$ cat src/rtl/spi_slave_rx.sv
// spi_slave_rx: SPI receive-only slave with input synchronisers, per-frame mode latch and valid/ready output
module spi_slave_rx #(
    parameter int DLY         = 1,
    parameter int DATA_WIDTH  = 32,
    parameter int LEN_W       = $clog2(DATA_WIDTH + 1),
    parameter int SYNC_STAGES = 2
) (
    input  logic                  clk,
    input  logic                  rst,
    input  logic                  cpol,
    input  logic                  cpha,
    input  logic                  lsb_first,
    input  logic [LEN_W-1:0]      length,
    input  logic                  spi_sclk,
    input  logic                  spi_csn,
    input  logic                  spi_sdi,
    output logic [DATA_WIDTH-1:0] rx_data,
    output logic                  rx_vld,
    input  logic                  rx_rdy,
    output logic                  rx_irq,
    output logic                  rx_abort,
    output logic                  rx_overrun,
    input  logic                  ovr_clr
);

    localparam logic [1:0]       IDLE    = 2'd0;
    localparam logic [1:0]       SHIFT   = 2'd1;
    localparam logic [1:0]       HOLD    = 2'd2;
    localparam logic [LEN_W-1:0] LEN_MAX = LEN_W'(DATA_WIDTH);

    logic [SYNC_STAGES-1:0] sclk_sync_q, csn_sync_q, sdi_sync_q;
    logic                   sclk_prev_q, csn_prev_q;
    logic [1:0]             state_q, state_d;
    logic [LEN_W-1:0]       cnt_q, cnt_d, len_q, len_d;
    logic                   samp_rise_q, samp_rise_d, lsb_q, lsb_d;
    logic [DATA_WIDTH-1:0]  sh_q, sh_d, data_q, data_d;
    logic                   vld_q, vld_d, irq_q, irq_d, abort_q, abort_d, ovr_q, ovr_d;
    logic                   sclk_s, csn_s, sdi_s;
    logic                   sclk_rise, sclk_fall, csn_fall, csn_rise, sample, done, ovr_set;
    logic [LEN_W-1:0]       len_eff;

    assign sclk_s    = sclk_sync_q[SYNC_STAGES-1];
    assign csn_s     = csn_sync_q[SYNC_STAGES-1];
    assign sdi_s     = sdi_sync_q[SYNC_STAGES-1];
    assign sclk_rise = sclk_s & ~sclk_prev_q;
    assign sclk_fall = ~sclk_s & sclk_prev_q;
    assign csn_fall  = ~csn_s & csn_prev_q;
    assign csn_rise  = csn_s & ~csn_prev_q;
    assign sample    = samp_rise_q ? sclk_rise : sclk_fall;
    assign len_eff   = (length == '0 || length > LEN_MAX) ? LEN_MAX : length;

    // Frame FSM: start on csn fall, assemble bits on sample edges, drop partial word on early csn rise
    always_comb begin
        state_d     = state_q;
        cnt_d       = cnt_q;
        sh_d        = sh_q;
        len_d       = len_q;
        samp_rise_d = samp_rise_q;
        lsb_d       = lsb_q;
        done        = 1'b0;
        abort_d     = 1'b0;
        if (state_q == IDLE) begin
            if (csn_fall) begin
                state_d     = SHIFT;
                cnt_d       = '0;
                sh_d        = '0;
                len_d       = len_eff;
                samp_rise_d = cpol == cpha;
                lsb_d       = lsb_first;
            end
        end else if (csn_rise) begin
            state_d = IDLE;
            abort_d = state_q == SHIFT;
        end else if (state_q == SHIFT && sample) begin
            cnt_d = cnt_q + 1'b1;
            sh_d  = lsb_q ? (sh_q | (DATA_WIDTH'(sdi_s) << cnt_q)) : {sh_q[DATA_WIDTH-2:0], sdi_s};
            if (cnt_d == len_q) begin
                state_d = HOLD;
                done    = 1'b1;
            end
        end
    end

    // Output buffer: a completed word loads only if the slot is empty or being drained this cycle
    always_comb begin
        vld_d   = (vld_q && rx_rdy) ? 1'b0 : vld_q;
        data_d  = data_q;
        ovr_set = 1'b0;
        irq_d   = done;
        if (done) begin
            if (!vld_q || rx_rdy) begin
                data_d = sh_d;
                vld_d  = 1'b1;
            end else begin
                ovr_set = 1'b1;
            end
        end
        ovr_d = ovr_set | (ovr_q & ~ovr_clr);
    end

    // Synchronisers and edge-detect history, reset to the idle bus levels
    always_ff @(posedge clk) begin
        if (rst) begin
            sclk_sync_q <= '0;
            csn_sync_q  <= '1;
            sdi_sync_q  <= '0;
            sclk_prev_q <= 1'b0;
            csn_prev_q  <= 1'b1;
        end else begin
            sclk_sync_q <= {sclk_sync_q[SYNC_STAGES-2:0], spi_sclk};
            csn_sync_q  <= {csn_sync_q[SYNC_STAGES-2:0], spi_csn};
            sdi_sync_q  <= {sdi_sync_q[SYNC_STAGES-2:0], spi_sdi};
            sclk_prev_q <= sclk_s;
            csn_prev_q  <= csn_s;
        end
    end

    // Frame state, latched configuration and output registers
    always_ff @(posedge clk) begin
        if (rst) begin
            state_q     <= IDLE;
            cnt_q       <= '0;
            len_q       <= '0;
            samp_rise_q <= 1'b0;
            lsb_q       <= 1'b0;
            sh_q        <= '0;
            data_q      <= '0;
            vld_q       <= 1'b0;
            irq_q       <= 1'b0;
            abort_q     <= 1'b0;
            ovr_q       <= 1'b0;
        end else begin
            state_q     <= state_d;
            cnt_q       <= cnt_d;
            len_q       <= len_d;
            samp_rise_q <= samp_rise_d;
            lsb_q       <= lsb_d;
            sh_q        <= sh_d;
            data_q      <= data_d;
            vld_q       <= vld_d;
            irq_q       <= irq_d;
            abort_q     <= abort_d;
            ovr_q       <= ovr_d;
        end
    end

    assign rx_data    = data_q;
    assign rx_vld     = vld_q;
    assign rx_irq     = irq_q;
    assign rx_abort   = abort_q;
    assign rx_overrun = ovr_q;

endmodule
$ cat config.mk
export PLATFORM = sky130hd
export DESIGN_NAME = spi_slave_rx
export DESIGN_NICKNAME = d
export VERILOG_FILES = /design/src/rtl/spi_slave_rx.sv
export SDC_FILE = /design/constraint.sdc
export NUM_CORES = 1
export LEC_CHECK = 0
export ABC_AREA = 1
export CAP_MARGIN = 20
export CORE_MARGIN = 2
export CORE_UTILIZATION = 30
export DETAILED_ROUTE_END_ITERATION = 16
export PLACE_DENSITY = 0.5
export SKIP_CTS_REPAIR_TIMING = 1
export SLEW_MARGIN = 30
export SYNTH_ARGS = -nofsm -noshare
export SYNTH_HDL_FRONTEND = slang
export SYNTH_SLANG_ARGS = --single-unit
$ cat constraint.sdc
create_clock -name clk -period 2.1 [get_ports clk]
set_clock_uncertainty 0.15 [all_clocks]
set_input_delay 0.42 -clock clk [delete_from_list [all_inputs] [get_ports clk]]
set_output_delay 0.42 -clock clk [all_outputs]
set_load 0.005 [all_outputs]
==> metrics <==
largest net degree at the start of global routing 55; Synth Area per Inst approximately 6.3 um^2; Syn Inst Count slightly below 800; min cycle time layout slightly above 2 ns; # nets final between 800 and 900; DP HPWL approximately 9.6 mm; drt pass-1 iters 4; GRT Residual Overflow 0; pwr/cell area approximately 670 mW/mm^2; Routed Antenna Nets 0; Final setup viols 0; final worst setup slack between 0.08 and 0.09 ns; Area contributors post-synth dfxtp_1 38%, nand2_1 17%, nor2_1 12%, nand3_1 7.3%, inv_1 5.9%; Worst R2R End rx_data[0]$_SDFFE_PP0P_; adder-cell share of the synthesized area 0.00257; Arr. time, crit path 2.15 ns; post-synthesis sequential element count about 90; Async S/R FF share, synth 0; post-synth net total about 800; DR iter-0 viols 290; HP Class in -> reg; initial antenna violation count 0; Hold Violations, Final 0; final hold slack 0.252 ns; RSZ-0062 raised after global routing yes; via count roughly 4700; fill count ~1700; clock transition at the registers of the reported paths 0.06 ns; Port Buffers 51; Crit path top cell by count nand2_2; status complete, no violations; wire per inst around 13 um; layout cell share with drive strength beyond 1 0.127; hold path cells 2; Max Clk Rate roughly 0.50 GHz; num ports 52; CP Class reg -> reg; clk sink count 92; Rows 46; top-count cell post-synth nand2_1; Max Cap Violations 0; Horiz. Die Dim roughly 130 um; first-pass GRT wire length 22.2 mm; reg-to-reg slack, setup 0.08 ns; Crit path largest cell delay approximately 0.34 ns; Post-Synth XOR/XNOR Area 0.00180; Post-synth EDFFs 0; Initial Utilization 0.307; count of different cell masters after synthesis 35; dpl cells 1042; Slew @ Worst Pin 0.390 ns; CTS tree built; share of the synthesized area in the top cell type 0.378; core area 0.0159 mm^2; kind of start point of the critical path flop; crit share post-route 0.961; Cell Chain, Critical Path ha_4 > inv_2 > nand2_2 > nand2_2 > nor2_2 > nand3_2 > nor2_4 > nand2_2 > nor2_4 > nand3_4 > buf_12 > nand2_2 > nand2_1 > nor2_1; HP Start rst; largest family of logic cells by synthesized area simple AND/OR/NAND/NOR gates; number of antenna diodes 0; area growth from synthesis to layout 28.0%; Via density 4.45; clk_lat worst skew roughly 0.35 ns; synth cell count leaders 222 x nand2_1, 150 x nor2_1, 92 x dfxtp_1; die span in y 131 um; Post-synth top flop dfxtp_1; static leakage about 2.8 nW; Final Max Slew Viols 0; Seq/Total Area, Yosys 0.378; mux contribution to synthesized area 0; Mapped Area 0.00487 mm^2; compound-cell area share of the yosys netlist 0.0745; required time worst endpoint about 2.2 ns; Slew HR 0.739; clock buffer count from CTS 9; largest area contributor in the netlist dfxtp_1; DRC errors left 0; Worst VDD drop approximately 0.39 mV; Routability Congestion roughly 0.82; crit-path max FO 11; die area about 0.017 mm^2; area share of and/or/nand/nor cells after synthesis 0.440; Clock Path Buffers 2; Min-Delay Endpoint sh_q[1]$_SDFF_PP0_; Ys Warns 0; R2R cell count 14; Reg2Reg Launch Point cnt_q[0]$_SDFFE_PP0P_; H-tree levels 3; setup tns final 0 ns; CTS root buffer clkbuf_16; drt total wl 13.3 mm; slowest CP cell dfxtp_2; pre-CTS setup slack between 0.06 and 0.07 ns; vias in the first global route roughly 4300; fin cells 1059; GRT Util Overall 0.158; critical path capture point type flop
==> how the worst max path moves through the flow <==
stage                          startpoint                        to  depth (start not counted)
global placement    cnt_q[0]$_SDFFE_PP0P_   rx_data[6]$_SDFFE_PP0P_                         14
CTS                 cnt_q[0]$_SDFFE_PP0P_   rx_data[4]$_SDFFE_PP0P_                         14
finish              cnt_q[0]$_SDFFE_PP0P_   rx_data[0]$_SDFFE_PP0P_                         14
detailed placement  cnt_q[0]$_SDFFE_PP0P_   rx_data[4]$_SDFFE_PP0P_                         13
global route        cnt_q[0]$_SDFFE_PP0P_   rx_data[8]$_SDFFE_PP0P_                         14
floorplan           cnt_q[0]$_SDFFE_PP0P_  rx_data[12]$_SDFFE_PP0P_                         13
==> cells in the final DEF, fill, tap and decap left out, types with 3 or more instances in the layout <==
master / instances
nor2_2: 7
nor2_1: 147
buf_4: 30
nand2_2: 13
nand3_1: 67
dfxtp_2: 4
inv_1: 76
o21ai_0: 22
a21oi_1: 45
nor3_1: 3
clkbuf_16: 9
nand4_1: 13
inv_2: 6
clkdlybuf4s50_1: 50
nand2_1: 215
buf_12: 7
nor2_4: 4
nand3_2: 7
dfxtp_1: 88
or2_2: 3
==> critical path, delay by kind of cell, from the launching register on <==
family,cells,cell delay (ns)
adder cells (fa/ha/maj),1,0.28
buffers and inverters,2,0.19
flip-flops,1,0.34
AND/OR/NAND/NOR,11,0.99
==> metal layers <==
metal  track usage  routed length (um)  vias to the layer above
met3        0.0320                 473                        8
met4        0.0477                 146                        0
met1         0.225                6840                     2091
li1              -                   -                     2547
met5             0                   0                        -
met2         0.240                5820                       70
==> through the flow <==
stage               utilization  power, mW  instance area (um^2)
floorplan                     -       2.21                  4870
global placement          0.367       2.44                  5830
detailed placement        0.367       2.44                  5830
CTS                       0.387       4.21                  6150
global route              0.393       4.36                  6240
finish                    0.393       4.16                  6240
==> cells by family after synthesis <==
group / count (synthesis)
AND/OR/NAND/NOR: 490
buffers and inverters: 123
flip-flops: 92
AO/OA/AOI/OAI: 70
XOR/XNOR: 1
adder cells (fa/ha/maj): 1
==> final cells by class <==
cell class	count	area, um^2	share of cell area
multi-input cells	562	2590	0.416
flip-flops and latches	92	1850	0.296
repair buffers	90	893	0.143
inverters	83	312	0.0500
well taps	216	270	0.0433
clock buffers	12	246	0.0395
clock inverters	4	72.6	0.0116
==> power by group <==
part | internal (mW) | total, mW | switching [mW]
Clock | 1.07 | 1.76 | 0.688
Sequential | 1.78 | 1.80 | 0.0220
Combinational | 0.214 | 0.600 | 0.386
Total | 3.07 | 4.16 | 1.10
==> state kept, by name (all words and copies together) (netlist names) <==
| name | cells |
|---|---|
| sclk_prev_q | 1 |
| rx_overrun | 1 |
| lsb_q | 1 |
| samp_rise_q | 1 |
| rx_irq | 1 |
| cnt_q | 6 |
| len_q | 6 |
| rx_vld | 1 |
| sh_q | 32 |
| state_q | 2 |
| csn_sync_q | 2 |
| rx_data | 32 |
| rx_abort | 1 |
| sclk_sync_q | 2 |
| csn_prev_q | 1 |
| sdi_sync_q | 2 |
No activity file was read; power rests on OpenSTA's default activity.
